[config.mk]
export PLATFORM = sky130hd
export DESIGN_NAME = ext_mem_reader_cmd_gen
export DESIGN_NICKNAME = d
export VERILOG_FILES = /design/src/rtl/ext_mem_reader_cmd_gen.sv
export SDC_FILE = /design/constraint.sdc
export NUM_CORES = 1
export LEC_CHECK = 0
export CORE_ASPECT_RATIO = 0.6
export CORE_MARGIN = 2
export CORE_UTILIZATION = 34
export DETAILED_ROUTE_END_ITERATION = 8
export HOLD_SLACK_MARGIN = 0.06
export PLACE_DENSITY = 0.53
export SYNTH_ARGS = -nofsm -noshare
export SYNTH_HDL_FRONTEND = slang
export SYNTH_SLANG_ARGS = --single-unit
[constraint.sdc]
create_clock -name clk -period 12.1 [get_ports clk]
set_clock_uncertainty 0.15 [all_clocks]
set_input_delay 1.21 -clock clk [delete_from_list [all_inputs] [get_ports clk]]
set_output_delay 1.21 -clock clk [all_outputs]
set_load 0.05 [all_outputs]
[src/rtl/ext_mem_reader_cmd_gen.sv]
// Splits a linear read request into 72-bit datamover read commands.
// Each command is capped at MaxBurstBytes and never crosses a
// BoundaryBytes-aligned address boundary. All outputs are registered.
module ext_mem_reader_cmd_gen #(
  parameter int MaxBurstBytes = 256,
  parameter int BoundaryBytes = 4096
) (
  input  logic        clk,
  input  logic        rst_n,
  input  logic        req_valid,
  output logic        req_ready,
  input  logic [31:0] req_addr,
  input  logic [22:0] req_bytes,
  output logic [71:0] cmd_data,
  output logic        cmd_valid,
  input  logic        cmd_ready,
  output logic        busy
);

  localparam int          BW    = $clog2(BoundaryBytes);
  localparam logic [BW:0] BOUND = (BW+1)'(BoundaryBytes);
  localparam logic [31:0] MAX32 = 32'(MaxBurstBytes);

  typedef enum logic [1:0] {IDLE, CALC, ISSUE} state_t;

  state_t      r_state, w_state_next;
  logic [31:0] r_cur_addr, w_cur_addr_next;
  logic [22:0] r_remaining, w_remaining_next;
  logic [3:0]  r_tag, w_tag_next;
  logic [71:0] r_cmd_data, w_cmd_data_next;
  logic        r_cmd_valid, w_cmd_valid_next;
  logic        r_req_ready, w_req_ready_next;
  logic        r_busy, w_busy_next;

  logic [BW:0] w_to_bound;
  logic [31:0] w_to_bound32;
  logic [22:0] w_chunk;
  logic [22:0] w_btt;
  logic        w_req_fire;
  logic        w_cmd_fire;

  assign w_req_fire = req_valid && r_req_ready;
  assign w_cmd_fire = r_cmd_valid && cmd_ready;
  // BTT of the command currently held for issue
  assign w_btt      = r_cmd_data[22:0];

  // Bytes left before the next boundary (full boundary when aligned)
  assign w_to_bound   = BOUND - {1'b0, r_cur_addr[BW-1:0]};
  assign w_to_bound32 = 32'(w_to_bound);

  // chunk = min(remaining, max burst, distance to boundary)
  always_comb begin
    w_chunk = r_remaining;
    if ({9'd0, w_chunk} > MAX32)        w_chunk = MAX32[22:0];
    if ({9'd0, w_chunk} > w_to_bound32) w_chunk = w_to_bound32[22:0];
  end

  // State register
  always_ff @(posedge clk or negedge rst_n) begin
    if (!rst_n) r_state <= IDLE;
    else        r_state <= w_state_next;
  end

  // Next-state logic
  always_comb begin
    w_state_next = r_state;
    case (r_state)
      IDLE:    if (w_req_fire && (req_bytes != 23'd0)) w_state_next = CALC;
      CALC:    w_state_next = ISSUE;
      ISSUE:   if (w_cmd_fire) w_state_next = (r_remaining == w_btt) ? IDLE : CALC;
      default: w_state_next = IDLE;
    endcase
  end

  // Output and datapath next values, registered below
  always_comb begin
    w_cur_addr_next  = r_cur_addr;
    w_remaining_next = r_remaining;
    w_tag_next       = r_tag;
    w_cmd_data_next  = r_cmd_data;
    w_req_ready_next = (w_state_next == IDLE);
    w_busy_next      = (w_state_next != IDLE);
    w_cmd_valid_next = (w_state_next == ISSUE);
    case (r_state)
      IDLE: begin
        if (w_req_fire && (req_bytes != 23'd0)) begin
          w_cur_addr_next  = req_addr;
          w_remaining_next = req_bytes;
        end
      end
      CALC: begin
        w_cmd_data_next = {4'd0, r_tag, r_cur_addr, 1'b0,
                           (w_chunk == r_remaining), 6'd0, 1'b1, w_chunk};
      end
      ISSUE: begin
        if (w_cmd_fire) begin
          w_cur_addr_next  = r_cur_addr + 32'(w_btt);
          w_remaining_next = r_remaining - w_btt;
          w_tag_next       = r_tag + 4'd1;
        end
      end
      default: ;
    endcase
  end

  // Registered outputs and datapath; reset abandons any partial request
  always_ff @(posedge clk or negedge rst_n) begin
    if (!rst_n) begin
      r_cur_addr  <= 32'd0;
      r_remaining <= 23'd0;
      r_tag       <= 4'd0;
      r_cmd_data  <= 72'd0;
      r_cmd_valid <= 1'b0;
      r_req_ready <= 1'b0;
      r_busy      <= 1'b0;
    end else begin
      r_cur_addr  <= w_cur_addr_next;
      r_remaining <= w_remaining_next;
      r_tag       <= w_tag_next;
      r_cmd_data  <= w_cmd_data_next;
      r_cmd_valid <= w_cmd_valid_next;
      r_req_ready <= w_req_ready_next;
      r_busy      <= w_busy_next;
    end
  end

  assign req_ready = r_req_ready;
  assign cmd_data  = r_cmd_data;
  assign cmd_valid = r_cmd_valid;
  assign busy      = r_busy;

endmodule

# Yosys cells after proc, flatten, opt, wreduce, memory -nomap -nowiden
# Cells that the tools add are included.
[word_totals]
ff_bits = 125
input_bits = 59
out_inout_bits = 75
wordCells = 43
[op_classes]
add_sub_neg = 4
order_cmp = 2
eq_ne = 7
n_mux = 12
reduce_logical = 10
[op_table]
columns = ["operator", "n"]
rows = [
  ["23-bit 2-to-1 mux", 4],
  ["32-bit 2-to-1 mux", 2],
  ["32-bit one-hot mux with 2 select lines", 1],
  ["23-bit equality test", 2],
  ["23-bit one-hot mux with 2 select lines", 1],
  ["32-bit by 23-bit adder with 32-bit output", 1],
  ["23-bit by 13-bit greater-than comparator with 1-bit output", 1],
  ["23-bit by 9-bit greater-than comparator with 1-bit output (second input constant)", 1],
  ["23-bit nonzero test", 1],
  ["23-bit subtractor", 1],
  ["13-bit by 12-bit subtractor with 13-bit output (first input constant)", 1],
  ["2-bit one-hot mux with 3 select lines", 1],
  ["4-bit by 1-bit adder with 4-bit output (second input constant)", 1],
  ["2-bit equality test (second input constant)", 2],
  ["2-bit logical NOT", 2],
  ["2-bit 2-to-1 mux", 2],
  ["2-bit inequality test (second input constant)", 2],
  ["2-bit nonzero test", 2],
  ["1-bit logical AND", 3],
  ["3-bit AND reduction", 1],
  ["2-bit by 1-bit equality test with 1-bit output (second input constant)", 1],
  ["2-bit AND reduction", 1],
  ["1-bit 2-to-1 mux", 1],
]

# Longest topological paths before layout
[logic_depth]
depth_word = 5
depth_mapped = 17
mapped_depth_nobuf = 15

# Worst setup path after synthesis
# OpenSTA, ideal clock, no wires.
[synth_timing]
path_kind = "register -> register"
from = "reg r_remaining[16]"
to = "reg r_cmd_data[30], in the netlist cmd_data[30]"
setup_ns = 0.104
arrival_ns = 3.834
t_required_ns = 11.846
setup_slack_ns = 8.013
stages_incl_launch_ff = 17
n_path_buf = 2
synth_period_minus_slack_ns = 4.087
cell_sequence = "dfrtp_1 > or4_1 > nor3_1 > nand3_1 > a21oi_1 > clkbuf_1 > and2_1 > ha_1 > nand3_1 > o21bai_1 > a311oi_1 > nor4_1 > or2_2 > clkbuf_1 > o21a_1 > a2111o_1 > o41ai_2"
[synth_between]
elab_chain_cells = 5
[synth_rtl]
columns = ["item", "line", "rtl"]
rows = [
  ["start: declaration", "28", "logic [22:0] r_remaining, w_remaining_next;"],
  ["start signal: assignment", "118", "r_remaining <= w_remaining_next;"],
  ["23-bit by 9-bit greater-than comparator with 1-bit output", "54", "if ({9'd0, w_chunk} > MAX32) w_chunk = MAX32[22:0];"],
  ["23-bit 2-to-1 mux", "54", ""],
  ["23-bit by 13-bit greater-than comparator with 1-bit output", "55", "if ({9'd0, w_chunk} > w_to_bound32) w_chunk = w_to_bound32[22:0];"],
  ["23-bit 2-to-1 mux", "55", ""],
  ["23-bit equality test (*)", "93", "(w_chunk == r_remaining), 6'd0, 1'b1, w_chunk};"],
  ["end signal: assignment", "120", "r_cmd_data <= w_cmd_data_next;"],
  ["end: declaration", "30", "logic [71:0] r_cmd_data, w_cmd_data_next;"],
]
# Every way passes the cells marked *; elsewhere a longest branch is shown, timed or not.
# A chain may end at the register's enable or synchronous reset.

# Worst setup path in the final report
# Same ends and word-level chain as after synthesis.

==> impl_metrics.py <==
metrics = {
    "global_route": {
        "grt_first_pass_wirelength_um": 42400,
        "grtUsageTotal": 0.2172,
        "antenna_found_initial": 0,
        "grt_max_degree": 74,
        "gr-total-overflow": 0,
        "grt_pass1_vias": 7048,
    },
    "drt": {
        "avgRoutedWirePerCell_um": 19.65,
        "drt_first_pass_iters": 5,
        "routed_wirelength_um": 27290,
        "final_antenna_net_count": 0,
        "vias": 7452,
        "drt_iter0_markers": 582,
        "drc_errors": 0,
        "vias_per_cell": 5.365,
    },
    "place": {
        "dpl_cell_area_um2": 9903,
        "gp_congestion": 0.9806,
        "dp_hpwl_um": 20150,
        "io_buffers": 122,
    },
    "floorplan": {
        "ios": 134,
        "fp.dieW_um": 206.8,
        "initial_utilization": 0.3464,
        "num_rows": 44,
        "die_h_um": 125.7,
        "coreArea_um2": 24220,
        "die_area_um2": 25990,
    },
    "critical_path": {
        "critPathSlowestCell": "a21oi_1",
        "cp_max_fo": 30,
        "arrival_ns": 5.38,
        "path_cells": "or4_1 -> nor3_1 -> nand3_1 -> a21oi_1 -> and2_1 -> ha_1 -> nand3_1 -> o21bai_1 -> a311oi_1 -> nor4_1 -> or2_2 -> o211ai_1 -> a2111o_1 -> o41ai_2",
        "r2r.worst_path.cells": 14,
        "rrSetupSlack_ns": 6.91,
        "end_kind": "flip-flop",
        "required_ns": 12.29,
        "startpoint_type": "flip-flop",
        "rr_endpoint": "cmd_data[30]$_DFFE_PN0N_",
        "path_common_cell": "nand3_1",
        "path_class": "flip-flop to flip-flop",
        "r2r-start": "r_remaining[16]$_DFFE_PN0P_",
        "startpoint": "r_remaining[16]$_DFFE_PN0P_",
        "max_stage_delay_ns": 0.70,
        "crit_path_end": "cmd_data[30]$_DFFE_PN0N_",
    },
    "clocking": {
        "post_cts_buffers": 0,
        "htree_levels": 4,
        "cts.sink_count": 125,
        "clk_latency_ns": 0.44,
        "cts_tree": "done",
        "cts_root_buffer": "clkbuf_16",
        "postCtsHoldBufs": 0,
        "clock_path_buffers": 2,
        "cts_buffers": 17,
        "clk_pin_slew_ns": 0.06,
        "ctsResizeCount": 0,
    },
    "power_and_ir_drop": {
        "p_int_mw": 1.670,
        "power.switching_mw": 1.619,
        "peakVddDrop_v": 0.0001460,
        "powerDensity_nw_per_um2": 313.7,
        "power.leakage_nw": 4.544,
        "combPwrFrac": 0.593,
        "clockPowerShare": 0.157,
        "sequentialPowerShare": 0.250,
        "switching_share": 0.4922,
    },
    "timing": {
        "hold-worst-slack_ns": 0.3285,
        "worst_pin_slew_ns": 1.039,
        "rsz0062_at_grt": "false",
        "fmax_ghz": 0.1927,
        "finalHoldViolations": 0,
        "finalSetupTns_ns": 0,
        "slew_viol_final": 0,
        "relSlewSlack": 0.3075,
        "setup_viol": 0,
        "finalCritPeriodShare": 0.4288,
        "finalCriticalPeriod_ns": 5.188,
    },
    "synth": {
        "synth_edf_count": 0,
        "synth_top_area_cell": "dfrtp_1",
        "synth_seq_cells": 125,
        "netlist_area_um2": 8391,
        "seq_area_frac_synth": 0.3728,
        "synth_flop_cell": "dfrtp_1",
        "synth_top_area_share": 0.3728,
        "ys_top_cells_by_area": "dfrtp_1 37%, ha_1 8.9%, mux2_2 4.4%",
        "async_reset_ff_frac": 1.000,
        "synth.distinct_cells": 71,
        "postSynthAreaPerCell_um2": 8.898,
        "yosys_warnings": 0,
        "postSynthCellCount": 943,
    },
    "min_path": {
        "hp-class": "flip-flop to flip-flop",
    },
    "cells_and_area": {
        "layout-drive-gt1-share": 0.08341,
        "nFillCells": 2440,
        "final_cell_area_um2": 10480,
        "utilization": 0.4328,
        "fin_nets": 1175,
        "area_delta_synth_final_pct": 24.95,
        "num_antenna_cells": 0,
    },
    "status": {
        "status": "complete, no violations",
    },
    "flow_run": {
        "drv_cap": 0,
    },
}
-- power groups by stage --
stage                     logic (mW)  registers [mW]  clock network [mW]
final                           1.95           0.821               0.518
after global routing            2.14           0.852               0.544
after CTS                       1.94           0.819               0.528
after detailed placement        1.93           0.823                   0
after global placement          1.94           0.824                   0
after floorplan                 1.15            1.01                   0
-- cells by family after synthesis --
kind of cell | Yosys count | share of synthesized area
muxes | 36 | 0.04787
AOI/OAI and AO/OA | 253 | 0.2001
and+or+nand+nor | 334 | 0.1964
DFF | 125 | 0.3728
other | 1 | 0.0004469
buffers and inverters | 93 | 0.04742
adders and majority gates | 62 | 0.09424
xor gates and xnor gates | 39 | 0.04071
-- per-stage QoR --
step / power [mW] / setup WS (ns) / cells
finish: 3.288 / 6.912 / 1389
global route: 3.536 / 6.588 / 1389
CTS: 3.286 / 6.988 / 1389
detailed placement: 2.752 / 7.037 / 1357
global placement: 2.760 / 7.088 / 1357
floorplan: 2.161 / 8.013 / 957
-- layer usage --
layer	part of all wire	global-route usage	wire, µm	up-vias
met3	0.076	0.05331	2085	17
met4	0.0099	0.05215	271	0
met5	0	0	0	-
met1	0.55	0.3643	14900	3565
met2	0.37	0.2652	10030	224
li1	-	-	-	3646
-- layout by cell type, fill, tap and decap left out, types with 24 or more instances in the layout --
master             n
a21oi_1           65
clkdlybuf4s50_1  121
dfrtp_1          125
ha_1              60
inv_1             42
mux2_2            33
nand2_1           98
nand3_1           34
nor2_1            66
nor3_1            24
o21ai_0           48
-- cell type report --
cell class,count,area [µm²],share of cell area
clock inverters,7,85.08,0.008116
repair buffers,129,1275,0.1216
flip-flops and latches,125,3128,0.2984
multi-input cells,739,4940,0.4712
inverters,42,157.7,0.01504
well taps,322,402.9,0.03843
clock buffers,25,495.5,0.04726
-- Yosys cell counts (14+ instances only) --
cell type,number
nand2_1,99
nor3_1,24
ha_1,60
a21oi_1,65
and2_1,19
nand3_1,34
xnor2_1,21
inv_1,42
and3_1,14
xor2_1,18
a21o_1,21
o211ai_1,17
clkbuf_1,35
o21ai_0,48
a31oi_1,22
nor2_1,67
dfrtp_1,125
mux2_2,33
-- flip-flops by register name, summed over array words and instances (netlist names) --
name,count
cmd_data,61
r_cur_addr,32
r_remaining,23
r_tag,4
r_state,2
busy,1
cmd_valid,1
req_ready,1
-- worst min path at each step --
stage          slack [ns]                        to  cells after the start                      from
2_1_floorplan        0.29      r_tag[3]$_DFFE_PN0P_                      1      r_tag[3]$_DFFE_PN0P_
3_3_place_gp         0.30  cmd_data[23]$_DFFE_PN0N_                      1  cmd_data[23]$_DFFE_PN0N_
3_5_place_dp         0.31  cmd_data[23]$_DFFE_PN0N_                      1  cmd_data[23]$_DFFE_PN0N_
4_1_cts              0.33  cmd_data[23]$_DFFE_PN0N_                      1  cmd_data[23]$_DFFE_PN0N_
5_1_grt              0.36      r_tag[3]$_DFFE_PN0P_                      1      r_tag[3]$_DFFE_PN0P_
6_report             0.33      r_tag[3]$_DFFE_PN0P_                      1      r_tag[3]$_DFFE_PN0P_
-- worst max-delay path: cells and delay by family (launching register included) --
family                   cells  cell delay [ns]
AO/OA/AOI/OAI                6             1.84
adder cells (fa/ha/maj)      1             0.26
flip-flops                   1             0.40
AND/OR/NAND/NOR              7             2.43
Note: power is estimated with default switching activity, not from simulation.
